File: config.mk
export PLATFORM = sky130hd
export DESIGN_NAME = ita_oup_writer
export DESIGN_NICKNAME = d
export VERILOG_FILES = /design/src/rtl/ita_package.sv /design/src/rtl/fifo_v3.sv /design/src/rtl/ita_oup_addr_gen.sv /design/src/rtl/ita_oup_writer.sv
export SDC_FILE = /design/constraint.sdc
export NUM_CORES = 2
export LEC_CHECK = 0
export BUFFER_PORTS_ARGS = -buffer_cell sky130_fd_sc_hd__buf_2
export CORE_UTILIZATION = 50
export DETAILED_ROUTE_END_ITERATION = 12
export GPL_TIMING_DRIVEN = 0
export MAX_ROUTING_LAYER = met4
export PLACE_DENSITY = 0.68
export SKIP_LAST_GASP = 1
export SLEW_MARGIN = 10
export SYNTH_ARGS = -nofsm -noshare
export SYNTH_HDL_FRONTEND = slang
export SYNTH_SLANG_ARGS = --single-unit
File: constraint.sdc
create_clock -name clk_i -period 10.3 [get_ports clk_i]
set_clock_uncertainty 0.05 [all_clocks]
set_input_delay 0.515 -clock clk_i [delete_from_list [all_inputs] [get_ports clk_i]]
set_output_delay 0.515 -clock clk_i [all_outputs]
set_load 0.01 [all_outputs]
File: src/rtl/ita_package.sv
// Shared types for the ITA output writer: job configuration record and control FSM states.
package ita_package;

    localparam int unsigned OUP_CFG_AW = 32;

    typedef struct packed {
        logic [OUP_CFG_AW-1:0] base_addr;
        logic [OUP_CFG_AW-1:0] row_stride;
        logic [15:0]           tile_rows;
        logic [15:0]           tiles_col;
        logic [15:0]           tiles_row;
    } oup_writer_cfg_t;

    typedef enum logic {
        OW_IDLE = 1'b0,
        OW_RUN  = 1'b1
    } oup_writer_state_e;

endpackage

File: src/rtl/fifo_v3.sv
// Generic synchronous FIFO; with FALL_THROUGH=0 a pushed word reaches data_o one cycle later.
// Pushes while full and pops while empty are dropped; push and pop may coincide.
module fifo_v3 #(
    parameter bit          FALL_THROUGH = 1'b0,
    parameter int unsigned DATA_WIDTH   = 32,
    parameter int unsigned DEPTH        = 8
) (
    input  logic                  clk_i,
    input  logic                  rst_ni,
    input  logic                  flush_i,
    output logic                  full_o,
    output logic                  empty_o,
    input  logic [DATA_WIDTH-1:0] data_i,
    input  logic                  push_i,
    output logic [DATA_WIDTH-1:0] data_o,
    input  logic                  pop_i
);
    localparam int unsigned      PTR_W    = (DEPTH > 1) ? $clog2(DEPTH) : 1;
    localparam logic [PTR_W-1:0] LAST_PTR = PTR_W'(DEPTH - 1);
    localparam logic [PTR_W:0]   FULL_CNT = (PTR_W + 1)'(DEPTH);

    logic [DATA_WIDTH-1:0] mem_q [DEPTH];
    logic [PTR_W-1:0]      rd_ptr_q, wr_ptr_q;
    logic [PTR_W:0]        cnt_q;
    logic                  is_empty, bypass, push_en, pop_en;

    assign is_empty = (cnt_q == '0);
    assign full_o   = (cnt_q == FULL_CNT);
    // In fall-through mode a word pushed and popped into an empty FIFO never gets stored.
    assign bypass   = FALL_THROUGH && is_empty && push_i && pop_i;
    assign empty_o  = is_empty && !(FALL_THROUGH && push_i);
    assign data_o   = (FALL_THROUGH && is_empty) ? data_i : mem_q[rd_ptr_q];
    assign push_en  = push_i && !full_o && !bypass;
    assign pop_en   = pop_i && !is_empty;

    always_ff @(posedge clk_i or negedge rst_ni) begin
        if (!rst_ni) begin
            rd_ptr_q <= '0;
            wr_ptr_q <= '0;
            cnt_q    <= '0;
            for (int unsigned i = 0; i < DEPTH; i++) begin
                mem_q[i] <= '0;
            end
        end else if (flush_i) begin
            rd_ptr_q <= '0;
            wr_ptr_q <= '0;
            cnt_q    <= '0;
        end else begin
            if (push_en) begin
                mem_q[wr_ptr_q] <= data_i;
                wr_ptr_q        <= (wr_ptr_q == LAST_PTR) ? '0 : wr_ptr_q + 1'b1;
            end
            if (pop_en) begin
                rd_ptr_q <= (rd_ptr_q == LAST_PTR) ? '0 : rd_ptr_q + 1'b1;
            end
            case ({push_en, pop_en})
                2'b10:   cnt_q <= cnt_q + 1'b1;
                2'b01:   cnt_q <= cnt_q - 1'b1;
                default: cnt_q <= cnt_q;
            endcase
        end
    end

endmodule

File: src/rtl/ita_oup_addr_gen.sv
// Byte-address generator walking rows (inner), tile columns, tile rows (outer); advances on adv_i.
// Address is built from running offsets so no multipliers are needed.
module ita_oup_addr_gen
    import ita_package::*;
#(
    parameter int unsigned N  = 16,
    parameter int unsigned WI = 8,
    parameter int unsigned AW = 32
) (
    input  logic            clk_i,
    input  logic            rst_ni,
    input  logic            load_i,
    input  oup_writer_cfg_t cfg_i,
    input  logic            adv_i,
    output logic [AW-1:0]   addr_o,
    output logic            last_o
);
    localparam logic [AW-1:0] COL_STEP = AW'(N * WI / 8);

    logic [AW-1:0] base_q, stride_q, tile_base_q, col_off_q, row_off_q;
    logic [15:0]   rows_q, cols_q, trows_q, r_q, c_q, t_q;
    logic          r_last, c_last, t_last;

    assign r_last = (r_q == rows_q - 16'd1);
    assign c_last = (c_q == cols_q - 16'd1);
    assign t_last = (t_q == trows_q - 16'd1);
    assign last_o = r_last && c_last && t_last;
    assign addr_o = tile_base_q + col_off_q + row_off_q;

    always_ff @(posedge clk_i or negedge rst_ni) begin
        if (!rst_ni) begin
            base_q      <= '0;
            stride_q    <= '0;
            tile_base_q <= '0;
            col_off_q   <= '0;
            row_off_q   <= '0;
            rows_q      <= '0;
            cols_q      <= '0;
            trows_q     <= '0;
            r_q         <= '0;
            c_q         <= '0;
            t_q         <= '0;
        end else if (load_i) begin
            base_q      <= AW'(cfg_i.base_addr);
            stride_q    <= AW'(cfg_i.row_stride);
            tile_base_q <= AW'(cfg_i.base_addr);
            col_off_q   <= '0;
            row_off_q   <= '0;
            rows_q      <= cfg_i.tile_rows;
            cols_q      <= cfg_i.tiles_col;
            trows_q     <= cfg_i.tiles_row;
            r_q         <= '0;
            c_q         <= '0;
            t_q         <= '0;
        end else if (adv_i) begin
            if (!r_last) begin
                r_q       <= r_q + 16'd1;
                row_off_q <= row_off_q + stride_q;
            end else begin
                r_q       <= '0;
                row_off_q <= '0;
                if (!c_last) begin
                    c_q       <= c_q + 16'd1;
                    col_off_q <= col_off_q + COL_STEP;
                end else begin
                    c_q       <= '0;
                    col_off_q <= '0;
                    // Next tile row starts tile_rows strides further: last row offset plus one stride.
                    if (!t_last) begin
                        t_q         <= t_q + 16'd1;
                        tile_base_q <= tile_base_q + row_off_q + stride_q;
                    end else begin
                        t_q         <= '0;
                        tile_base_q <= base_q;
                    end
                end
            end
        end
    end

endmodule

File: src/rtl/ita_oup_writer.sv
// Streams ITA output beats into memory writes through a 2-deep buffer; beat-to-request latency 1.
// oup_ready_o drops when the buffer is full, the job is idle, or all beats of the job were taken.
module ita_oup_writer
    import ita_package::*;
#(
    parameter int unsigned N  = 16,
    parameter int unsigned WI = 8,
    parameter int unsigned AW = 32
) (
    input  logic            clk_i,
    input  logic            rst_ni,
    input  logic            start_i,
    input  oup_writer_cfg_t cfg_i,
    output logic            busy_o,
    output logic            done_o,
    input  logic            oup_valid_i,
    output logic            oup_ready_o,
    input  logic [N*WI-1:0] oup_i,
    output logic            mem_req_o,
    input  logic            mem_gnt_i,
    output logic [AW-1:0]   mem_addr_o,
    output logic [N*WI-1:0] mem_wdata_o
);
    oup_writer_state_e state_q, state_d;
    logic              done_q, done_d;
    logic [47:0]       total_q, acc_cnt_q;
    logic              fifo_full, fifo_empty, push, pop, last_beat, job_empty, load;

    assign job_empty   = (cfg_i.tile_rows == '0) || (cfg_i.tiles_col == '0) || (cfg_i.tiles_row == '0);
    assign load        = (state_q == OW_IDLE) && start_i;
    assign oup_ready_o = (state_q == OW_RUN) && !fifo_full && (acc_cnt_q != total_q);
    assign push        = oup_valid_i && oup_ready_o;
    assign mem_req_o   = !fifo_empty;
    assign pop         = mem_req_o && mem_gnt_i;
    assign busy_o      = (state_q == OW_RUN);
    assign done_o      = done_q;

    fifo_v3 #(
        .FALL_THROUGH (1'b0),
        .DATA_WIDTH   (N * WI),
        .DEPTH        (2)
    ) i_beat_fifo (
        .clk_i   (clk_i),
        .rst_ni  (rst_ni),
        .flush_i (1'b0),
        .full_o  (fifo_full),
        .empty_o (fifo_empty),
        .data_i  (oup_i),
        .push_i  (push),
        .data_o  (mem_wdata_o),
        .pop_i   (pop)
    );

    ita_oup_addr_gen #(
        .N  (N),
        .WI (WI),
        .AW (AW)
    ) i_addr_gen (
        .clk_i  (clk_i),
        .rst_ni (rst_ni),
        .load_i (load),
        .cfg_i  (cfg_i),
        .adv_i  (pop),
        .addr_o (mem_addr_o),
        .last_o (last_beat)
    );

    always_comb begin
        state_d = state_q;
        done_d  = 1'b0;
        case (state_q)
            OW_IDLE: begin
                if (start_i) begin
                    if (job_empty) begin
                        done_d = 1'b1;
                    end else begin
                        state_d = OW_RUN;
                    end
                end
            end
            OW_RUN: begin
                if (pop && last_beat) begin
                    state_d = OW_IDLE;
                    done_d  = 1'b1;
                end
            end
            default: state_d = OW_IDLE;
        endcase
    end

    always_ff @(posedge clk_i or negedge rst_ni) begin
        if (!rst_ni) begin
            state_q   <= OW_IDLE;
            done_q    <= 1'b0;
            total_q   <= '0;
            acc_cnt_q <= '0;
        end else begin
            state_q <= state_d;
            done_q  <= done_d;
            if (load) begin
                total_q   <= 48'(cfg_i.tile_rows) * 48'(cfg_i.tiles_col) * 48'(cfg_i.tiles_row);
                acc_cnt_q <= '0;
            end else if (push) begin
                acc_cnt_q <= acc_cnt_q + 48'd1;
            end
        end
    end

endmodule

==> results_dict.tcl <==
set metrics [dict create \
    outcome "finished with violations" \
    violations "design-rule violations, negative setup slack" \
    use_met2_pct 49.74 \
    grt_usage_pct 31.98 \
    reg2reg_depth 15 \
    top_usage_layer "met2" \
    synth-edff-count 0 \
    min_path_type "primary input to flip-flop" \
    gr-usage-met3_pct 4.625 \
    syn_to_final_growth_pct 19.60 \
    hold_viol_final 0 \
    drc 4 \
    crit_fanout 5 \
    avgSynthCellArea_um2 9.499 \
    synth.top_cell.area_share_pct 26.14 \
    ys_warn_count 0 \
    setup_violations 28 \
    clk_pin_slew_worst_paths_ns 0.07 \
    port_buffers 398 \
    required_ns 10.76 \
    grt_pass1_vias 48540 \
    cts.path.max_buffers 3 \
    post_drt_wl_per_cell_um 21.76 \
    clk_latency_ns 0.65 \
    ant_nets 0 \
    r2r_end "i_addr_gen.r_q[13]" \
    rr_startpoint "i_addr_gen.rows_q[0]" \
    cts_inserted_buffers 60 \
    path_common_cell "fa_1" \
    start_util_pct 50.32 \
    cts_tree "yes" \
    finalMaxSlewViolations 0 \
    tightestPinTransition_ns 1.108 \
    yosysMostFrequentCell "nand2_1" \
    yosys-top-cells-area "dfrtp_1 (26%), fa_1 (23%), mux2_2 (7.4%)" \
    rrSetupSlack_ns 5.75 \
    die_w_um 343.8 \
    syn_area_mm2 0.05840 \
    final_cell_area_mm2 0.06985 \
    yosys.area.top_type "dfrtp_1" \
    cp-endpoint "total_q[38]" \
    cts_htree_levels 2 \
    postLayoutCoreUtil_pct 60.19 \
    setup_ws_ns -1.069 \
    core_mm2 0.1160 \
    min_period_ns 11.37 \
    postSynth.asyncResetShare_pct 100.0 \
    startpoint_type "primary input" \
    antenna_found_initial 18 \
    num_vias 47660 \
    max_clock_freq_mhz 87.96 \
    max_slew_margin_pct 25.83 \
    wl_um 183700 \
    ys_seq_elements 610 \
    end_kind "flip-flop" \
    dpl.hpwl_um 139100 \
    synth_fp_nets 7398 \
    die_y_um 343.8 \
    crit_path_start "cfg_i[41]" \
    rsz0062_at_grt "yes" \
    dieArea_mm2 0.1182 \
    grtUsageMet1_pct 41.88 \
    synthFlopType "dfrtp_1" \
    synth_cell_types 78 \
    cap_violations 0 \
    cpMaxStageDelayCell "fa_2" \
    ctsRootBufferMaster "clkbuf_16" \
    slowest_delay_ns 0.62 \
    drt-vias-per-instance 5.645 \
    fp-row-count 125 \
    worstSetupPathType "primary input to flip-flop" \
    hold_start "cfg_i[48]" \
    pin_count 409 \
    syn_inst 6148 \
    layout.nets 8097 \
    cp.arrival_ns 11.83 \
    cts_sinks 610 \
    drt_iter0_markers 3689 \
    drive_gt1_share_pct 21.80 \
    grt_max_degree 108 \
    fin_crit_sh_pct 110.4 \
    place_congestion 0.9696 \
    grt_pass1_wl_um 281700 \
    first_pass_iters 10 \
    seq_area_frac_synth_pct 26.14 \
    dpl_cell_area_mm2 0.06327 \
    grt-ovfl-total 0 \
    synth_common_cells "nand2_1 (995), inv_1 (707), fa_1 (673)" \
]
-- registers in the layout, summed over array words and instances, names as in the netlist, 28 cells and up --
name and flops:
i_addr_gen.base_q 32, i_addr_gen.row_off_q 32, i_addr_gen.stride_q 32, i_beat_fifo.mem_q 256
total_q 48, i_addr_gen.tile_base_q 32, i_addr_gen.col_off_q 28, acc_cnt_q 48
-- cell type report --
type,instances,area [um2]
Fill cell,9751,46200
Timing Repair Buffer,646,4463
Inverter,707,2654
Clock buffer,75,1698
Antenna cell,20,50.05
Tap cell,1524,1907
Buffer,290,2140
Multi-Input combinational cell,4532,41030
Sequential cell,610,15260
Clock inverter,38,638.1
-- critical path: cells and delay by family --
kind / cells / cell delay [ns]
and+or+nand+nor: 3 / 0.59
adders and majority gates: 14 / 6.50
AOI/OAI and AO/OA: 13 / 3.04
xor gates and xnor gates: 1 / 0.17
buffers and inverters: 9 / 0.95
-- per-stage QoR --
step | worst slack [ns] | setup TNS [ns] | hold slack, ns | instances
after global placement | -4.135 | -2538.17 | 0.4074 | 8070
after floorplan | -0.7937 | -7.805 | 0.1694 | 6148
after detailed placement | -3.256 | -84.20 | 0.4143 | 8076
after CTS | -1.043 | -14.20 | 0.001654 | 8364
final | -1.069 | -17.55 | 0.02982 | 8442
after global routing | -1.368 | -25.86 | 0.03518 | 8440
-- worst min-delay path by stage --
stage | to | slack [ns] | depth (start not counted)
detailed placement | i_addr_gen.base_q[5] | 0.41 | 2
floorplan | acc_cnt_q[0] | 0.17 | 0
CTS | i_addr_gen.stride_q[0] | 0.002 | 3
global placement | i_addr_gen.base_q[31] | 0.41 | 2
global route | i_addr_gen.stride_q[12] | 0.04 | 3
finish | i_addr_gen.stride_q[0] | 0.03 | 3
-- per-layer routing --
layer / routed length [um] / part of all wire (%) / vias to the layer above
met1: 76080 / 41 / 23910
met2: 84990 / 46 / 1914
met3: 14000 / 7.6 / 439
met4: 8609 / 4.7 / 0
met5: 0 / 0 / -
li1: - / - / 21390
-- cells by family after synthesis --
| kind of cell | synth area share (%) |
|---|---|
| adder cells (fa/ha/maj) | 30.18 |
| flip-flops | 26.14 |
| XOR/XNOR | 4.979 |
| buffers and inverters | 6.530 |
| AND/OR/NAND/NOR | 16.34 |
| multiplexers | 7.661 |
| AO/OA/AOI/OAI | 8.171 |
-- cells in the final DEF (no fill, tap or decap), types with 19 or more instances in the layout --
| cell type | synthesis | routed |
|---|---|---|
| and2_1 | 308 | 297 |
| a31oi_1 | 35 | 32 |
| buf_8 | 0 | 20 |
| diode_2 | 0 | 20 |
| o21a_1 | 28 | 27 |
| o21ai_1 | 1 | 29 |
| nor2_1 | 249 | 240 |
| fa_1 | 673 | 636 |
| inv_2 | 0 | 33 |
| ha_4 | 0 | 36 |
| o21ai_0 | 244 | 204 |
| mux2_2 | 384 | 384 |
| nand2_1 | 995 | 972 |
| clkbuf_8 | 0 | 27 |
| xor2_1 | 96 | 87 |
| a21oi_1 | 204 | 173 |
| xnor2_1 | 236 | 210 |
| o21bai_1 | 24 | 23 |
| nor4_1 | 39 | 38 |
| nor3_1 | 55 | 53 |
| buf_6 | 4 | 43 |
| ha_1 | 332 | 291 |
| or3_1 | 33 | 33 |
| buf_2 | 6 | 380 |
| inv_1 | 707 | 674 |
| and3_1 | 58 | 54 |
| a21oi_2 | 0 | 24 |
| fa_2 | 0 | 37 |
| nand2b_1 | 33 | 33 |
| clkbuf_1 | 283 | 206 |
| nor2b_1 | 30 | 27 |
| a21o_1 | 82 | 82 |
| nand3_1 | 84 | 80 |
| nand4_1 | 60 | 60 |
| clkbuf_16 | 0 | 91 |
| buf_4 | 0 | 186 |
| dfrtp_1 | 610 | 610 |
| o211ai_1 | 19 | 19 |
-- repair_timing --
item / 4_1_cts / 5_1_grt
setup buffers: 161 / 62
cloned: 2 / 1
setup endpoints to repair: 35 / 32
endpoints found under the hold margin: 103 / 0
hold buffers: 18 / 0
pin swaps: 128 / 139
resized for setup: 325 / 161
Power is left out: the tool's default activity adds up to more than one toggle a clock period on the data nets, which glitch-free logic cannot reach.
